==> config.mk <==
export PLATFORM = sky130hd
export DESIGN_NAME = half_adder_flat
export DESIGN_NICKNAME = d
export VERILOG_FILES = /design/src/rtl/half_adder_if.sv /design/src/rtl/half_adder.sv /design/src/flat_wrapper.sv
export SDC_FILE = /design/constraint.sdc
export NUM_CORES = 1
export LEC_CHECK = 0
export ABC_AREA = 1
export BUFFER_PORTS_ARGS = -buffer_cell sky130_fd_sc_hd__buf_4
export CAP_MARGIN = 20
export CORE_MARGIN = 2
export CORE_UTILIZATION = 40
export DETAILED_ROUTE_END_ITERATION = 12
export GPL_TIMING_DRIVEN = 0
export PLACE_DENSITY = 0.67
export RECOVER_POWER = 50
export SLEW_MARGIN = 10
export SYNTH_ARGS = -nofsm -noshare
export SYNTH_HDL_FRONTEND = slang
export SYNTH_SLANG_ARGS = --single-unit
==> constraint.sdc <==
create_clock -name clk -period 4.4 [get_ports clk]
set_clock_uncertainty 0.1 [all_clocks]
set_input_delay 0.22 -clock clk [delete_from_list [all_inputs] [get_ports clk]]
set_output_delay 0.22 -clock clk [all_outputs]
set_load 0.005 [all_outputs]
==> src/rtl/half_adder_if.sv <==
// Operand, result and counter signals of a half_adder instance.
// The master side drives operands and controls; the slave side is the adder.
interface half_adder_if #(
    parameter int WIDTH = 1,
    parameter int CNT_W = 16
);
    logic [WIDTH-1:0] a;
    logic [WIDTH-1:0] b;
    logic             in_valid;
    logic             cnt_clr;
    logic [WIDTH-1:0] sum;
    logic [WIDTH-1:0] carry;
    logic [WIDTH-1:0] sum_q;
    logic [WIDTH-1:0] carry_q;
    logic             out_valid;
    logic [CNT_W-1:0] carry_cnt;

    modport master (
        output a, b, in_valid, cnt_clr,
        input  sum, carry, sum_q, carry_q, out_valid, carry_cnt
    );

    modport slave (
        input  a, b, in_valid, cnt_clr,
        output sum, carry, sum_q, carry_q, out_valid, carry_cnt
    );
endinterface

==> src/rtl/half_adder.sv <==
// Per-lane half adder with combinational and registered results plus a
// saturating counter of accepted cycles in which any lane produced a carry.
module half_adder #(
    parameter int WIDTH = 1,
    parameter int CNT_W = 16
) (
    input  logic         clk,
    input  logic         rst_n,
    half_adder_if.slave  bus
);
    logic [WIDTH-1:0] sum_c;
    logic [WIDTH-1:0] carry_c;
    logic [WIDTH-1:0] sum_r;
    logic [WIDTH-1:0] carry_r;
    logic             valid_r;
    logic [CNT_W-1:0] cnt_r;
    logic             cnt_full;
    logic             cnt_inc;

    // Pure bitwise ops keep lanes independent, so an X stays in its own lane.
    always_comb begin
        sum_c   = bus.a ^ bus.b;
        carry_c = bus.a & bus.b;
    end

    assign cnt_full = &cnt_r;
    assign cnt_inc  = bus.in_valid && (|carry_c) && !cnt_full;

    always_ff @(posedge clk or negedge rst_n) begin
        if (!rst_n) begin
            sum_r   <= '0;
            carry_r <= '0;
            valid_r <= 1'b0;
        end else begin
            valid_r <= bus.in_valid;
            if (bus.in_valid) begin
                sum_r   <= sum_c;
                carry_r <= carry_c;
            end
        end
    end

    // Clear wins over a same-cycle carry event.
    always_ff @(posedge clk or negedge rst_n) begin
        if (!rst_n) begin
            cnt_r <= '0;
        end else if (bus.cnt_clr) begin
            cnt_r <= '0;
        end else if (cnt_inc) begin
            cnt_r <= cnt_r + CNT_W'(1);
        end
    end

    assign bus.sum       = sum_c;
    assign bus.carry     = carry_c;
    assign bus.sum_q     = sum_r;
    assign bus.carry_q   = carry_r;
    assign bus.out_valid = valid_r;
    assign bus.carry_cnt = cnt_r;
endmodule

==> src/flat_wrapper.sv <==
// flat-port wrapper written by rule: the top's interface ports become plain ports
module half_adder_flat 
#(
    parameter int WIDTH = 1,
    parameter int CNT_W = 16
)
  (clk, rst_n, bus_a, bus_b, bus_in_valid, bus_cnt_clr, bus_sum, bus_carry, bus_sum_q, bus_carry_q, bus_out_valid, bus_carry_cnt);
  half_adder_if #(.WIDTH(WIDTH), .CNT_W(CNT_W)) bus_i ();
  input  logic clk;
  input  logic rst_n;
  input wire logic [$bits(bus_i.a)-1:0] bus_a;
  input wire logic [$bits(bus_i.b)-1:0] bus_b;
  input wire logic [$bits(bus_i.in_valid)-1:0] bus_in_valid;
  input wire logic [$bits(bus_i.cnt_clr)-1:0] bus_cnt_clr;
  output wire logic [$bits(bus_i.sum)-1:0] bus_sum;
  output wire logic [$bits(bus_i.carry)-1:0] bus_carry;
  output wire logic [$bits(bus_i.sum_q)-1:0] bus_sum_q;
  output wire logic [$bits(bus_i.carry_q)-1:0] bus_carry_q;
  output wire logic [$bits(bus_i.out_valid)-1:0] bus_out_valid;
  output wire logic [$bits(bus_i.carry_cnt)-1:0] bus_carry_cnt;
  assign bus_i.a = bus_a;
  assign bus_i.b = bus_b;
  assign bus_i.in_valid = bus_in_valid;
  assign bus_i.cnt_clr = bus_cnt_clr;
  assign bus_sum = bus_i.sum;
  assign bus_carry = bus_i.carry;
  assign bus_sum_q = bus_i.sum_q;
  assign bus_carry_q = bus_i.carry_q;
  assign bus_out_valid = bus_i.out_valid;
  assign bus_carry_cnt = bus_i.carry_cnt;
  half_adder #(.WIDTH(WIDTH), .CNT_W(CNT_W)) u_core (.clk(clk), .rst_n(rst_n), .bus(bus_i));
endmodule
### Word level (Yosys, flattened, before mapping)

Cells that the tools add are included.

* flip-flop bits (word level): 19
* output and inout port bits: 21
* word-level logic and storage cells: 14

* $add $sub $neg: 1
* mux-type cells: 2
* bitwise gates (word level): 2
* reductions and logical operators: 5

Operator list (number)
* 16-bit 2-to-1 mux: 2
* 16-bit by 1-bit adder with 16-bit output, second input constant: 1
* 16-bit AND reduction: 1
* 1-bit logical AND: 2
* 2-bit nonzero test: 1
* 1-bit bitwise AND: 1
* 1-bit logical NOT: 1
* 1-bit XOR: 1

### Depth between registers and ports, before layout

* depth in word-level cells: 5
* depth in mapped cells: 10
* depth with buffers taken out: 10

### Least setup slack after synthesis

Ideal clock, no wire load.

* kind: reg2reg
* start: register u_core.cnt_r[0], in the netlist u_core.bus.carry_cnt[0]
* end: register u_core.cnt_r[2], in the netlist u_core.bus.carry_cnt[2]
* setup time: 0.066 ns
* arrival: 1.447 ns
* required time: 4.234 ns
* slack: 2.787 ns
* cell stages (with the launch flop): 10
* buffers on the path: 1
* cells stage by stage: dfrtp_1 > ha_1 > nand2_1 > nor2_2 > nand2_2 > nor2_2 > nor2_2 > buf_2 > nand4_1 > nand2_1

* cells in the longest elaborated chain, start to end: 4
* elaborated cells between the ends (all ways): 7
* those cells by class: add/sub (1); mux (2); reduce/logical (4)

RTL lines
* start, declared: line half_adder.sv:16 `logic [CNT_W-1:0] cnt_r;`
* start signal, assigned: line half_adder.sv:50 `cnt_r <= cnt_r + CNT_W'(1);`
* parallel branches: the longest is 4 deep, another holds 16-bit by 1-bit adder with 16-bit output

Several ways; the timed one is not identified. The select of a mux whose other input is x is not followed.
A chain may end at the register's enable or synchronous reset.

### Worst setup path in the final report

* start: register u_core.cnt_r[0], in the netlist u_core.bus.carry_cnt[0]
* end: register u_core.cnt_r[8], in the netlist u_core.bus.carry_cnt[8]

The elaborated chain is that of the path after synthesis.

==> impl_metrics.env <==
export IMPL_critPathCaptureType="register"
export IMPL_die_w_um=56.9
export IMPL_synth_nets=163
export IMPL_grt_pass1_vias=1015
export IMPL_maxSlewHeadroom_pct=32.8
export IMPL_numCtsBuffers=3
export IMPL_clockRootBuffer="clkbuf_4"
export IMPL_antenna_found_initial=0
export IMPL_fin_tns_setup_ns=0
export IMPL_synth_largest_area_cell="dfrtp_1"
export IMPL_critPathRequiredTime_ns=4.55
export IMPL_setup_violations_final=0
export IMPL_synth_edf_count=0
export IMPL_ant_nets=0
export IMPL_drv_slew=0
export IMPL_netlist_area_sq_um=1120
export IMPL_yosysWarningCount=0
export IMPL_hp_class="in2reg"
export IMPL_period_needed_ns=1.91
export IMPL_crit_fanout=10
export IMPL_n_fill_cell=304
export IMPL_drc=0
export IMPL_drv_cap=0
export IMPL_die_area_sq_um=3240
export IMPL_yosys_top_cells_area="dfrtp_1, nand2_1, nand3_1"
export IMPL_grt_pass1_wl_mm=4.38
export IMPL_cts_path_max_buffers=2
export IMPL_tightest_slew_ns=1.01
export IMPL_peakVddDrop_v=0.000172
export IMPL_clkSlewWorstSetupHoldPaths_ns=0.12
export IMPL_yosysTopAreaCellShare_pct=42.4
export IMPL_startpoint_type="register"
export IMPL_post_drt_via_cell_ratio=4.99
export IMPL_drive_above_1_share_pct=20.7
export IMPL_synthCells=155
export IMPL_hold_path_depth=3
export IMPL_timing_final_crit_share_pct=43.5
export IMPL_synthFlopType="dfrtp_1"
export IMPL_clk_latency_ns=0.31
export IMPL_drt_iter0_markers=32
export IMPL_numClockSinks=19
export IMPL_leakagePower_nw=0.702
export IMPL_yosysUniqueCellTypes=22
export IMPL_num_nets_final=197
export IMPL_final_util_pct=51.8
export IMPL_port_buffer_count=26
export IMPL_yosys_register_bits=19
export IMPL_postRouteWirelength_mm=2.59
export IMPL_initial_utilization_pct=41.4
export IMPL_dr_pass1_iters=4
export IMPL_htreeDepth=1
export IMPL_coreArea_sq_um=2710
export IMPL_outcome="finished, final reports clean"
export IMPL_syn_to_final_growth_pct=25.3
export IMPL_p_per_area_nw_per_um2=216
export IMPL_ctsResizeCount=0
export IMPL_holdWs_ns=0.178
export IMPL_die_h_um=56.9
export IMPL_grt_use_total_pct=16.9
export IMPL_grt_max_degree=20
export IMPL_antenna_cells=0
export IMPL_wl_per_cell_um=11.8
export IMPL_async_reset_ff_share_pct=100
export IMPL_fmax_mhz=523
export IMPL_rsz0062_at_grt="no"
export IMPL_num_vias=1093
export IMPL_cts_tree="done"
export IMPL_r2r_cells=9
export IMPL_syn_area_per_cell_sq_um=7.23
export IMPL_cts_setup_buffers=0
export IMPL_ys_seq_area_share_pct=42.4
export IMPL_cp_arrival_ns=2.06
export IMPL_num_rows=19
export IMPL_hold_violations=0
export IMPL_dp_hpwl_mm=1.98
export IMPL_path_class="reg2reg"
export IMPL_io_pins=27
export IMPL_grt_ovfl_total=0
export IMPL_cts_hold_buf=3
export IMPL_gp_congestion=0.830
[Yosys cell counts (2+ instances only)]
master,n
a21oi_1,2
o21bai_1,2
nor2_1,16
nand3_1,13
inv_1,11
nand2_1,60
dfrtp_1,19
o21ai_0,3
ha_1,2
nand4_1,10
nor2_2,4
xor2_1,3
[path summary, 6_finish.rpt]
path | startpoint | end | slack (ns)
worst max-delay path | u_core.bus.carry_cnt[0] | u_core.bus.carry_cnt[8] | 2.49
worst min-delay path | bus_a | u_core.bus.sum_q | 0.18
worst max register to register | u_core.bus.carry_cnt[0] | u_core.bus.carry_cnt[8] | 2.49
worst min register to register | u_core.bus.sum_q | u_core.bus.sum_q | 0.43
max in group asynchronous | rst_n | u_core.bus.sum_q | 3.11
min in group asynchronous | rst_n | u_core.bus.carry_cnt[5] | 0.48
[final cells by class]
type                       instances  area [sq um]  share of cell area (%)
inverter                          12          45.0                    3.21
clock buffer                       3          22.5                    1.60
sequential                        19           475                    33.8
timing repair buffer              29           218                    15.5
tap                               31          38.8                    2.76
buffer                             3          20.0                    1.42
clock inverter                     1          5.00                   0.356
multi-input combinational        121           581                    41.3
[flip-flops by register name (all words and copies together), names as in the netlist]
name,count
u_core.bus.out_valid,1
u_core.bus.sum_q,1
u_core.bus.carry_cnt,16
u_core.bus.carry_q,1
[through the flow]
step	instances	cell area, sq um	total power [mW]	worst slack [ns]
6_report	219	1410	0.304	2.49
5_1_grt	219	1410	0.317	2.35
4_1_cts	219	1410	0.309	2.47
3_5_place_dp	212	1360	0.214	2.52
3_3_place_gp	212	1360	0.213	2.55
2_1_floorplan	155	1120	0.195	2.79
[placed cells by master, fill, tap and decap left out, types with 2 or more instances in the layout]
| cell | synthesis | layout |
|---|---|---|
| buf_4 | 0 | 17 |
| dlygate4sd3_1 | 0 | 3 |
| clkbuf_4 | 0 | 10 |
| nor2_1 | 16 | 16 |
| xor2_1 | 3 | 3 |
| clkbuf_1 | 0 | 2 |
| o21ai_0 | 3 | 3 |
| nand4_1 | 10 | 10 |
| nand2_1 | 60 | 60 |
| ha_1 | 2 | 2 |
| o21bai_1 | 2 | 2 |
| nand3_1 | 13 | 13 |
| dfrtp_1 | 19 | 19 |
| nor2_2 | 4 | 4 |
| a21oi_1 | 2 | 2 |
| inv_1 | 11 | 11 |
[report_power, final]
group / internal, mW / leakage (nW) / total (mW) / switching, mW
sequential: 0.178 / 0.260 / 0.180 / 0.00210
combinational: 0.0141 / 0.425 / 0.0311 / 0.0170
clock: 0.0340 / 0.0177 / 0.0927 / 0.0587
[worst max-delay path: stages, from the launching register on]
cell	delay, ns
dfrtp_1	0.44
ha_1	0.24
nand2_1	0.11
nor2_2	0.07
nand2_2	0.10
nor2_2	0.05
nor2_2	0.25
buf_2	0.28
nand4_1	0.11
nand2_1	0.09
[logic make-up after synthesis]
kind of cell    count (synthesis)  share of synthesized area (%)
simple gates                  107                           41.9
flops                          19                           42.4
buf+inv                        15                           5.80
compound gates                  7                           3.57
xor+xnor                        4                           3.13
fa+ha+maj                       2                           2.23
mux                             1                           1.00
[metal layers]
metal | share of wire (%) | global-route usage, %
met1 | 48 | 22.4
met2 | 46 | 28.9
met3 | 3.9 | 2.27
met4 | 1.3 | 4.98
met5 | 0 | 0
Note: power is estimated with default switching activity, not from simulation.
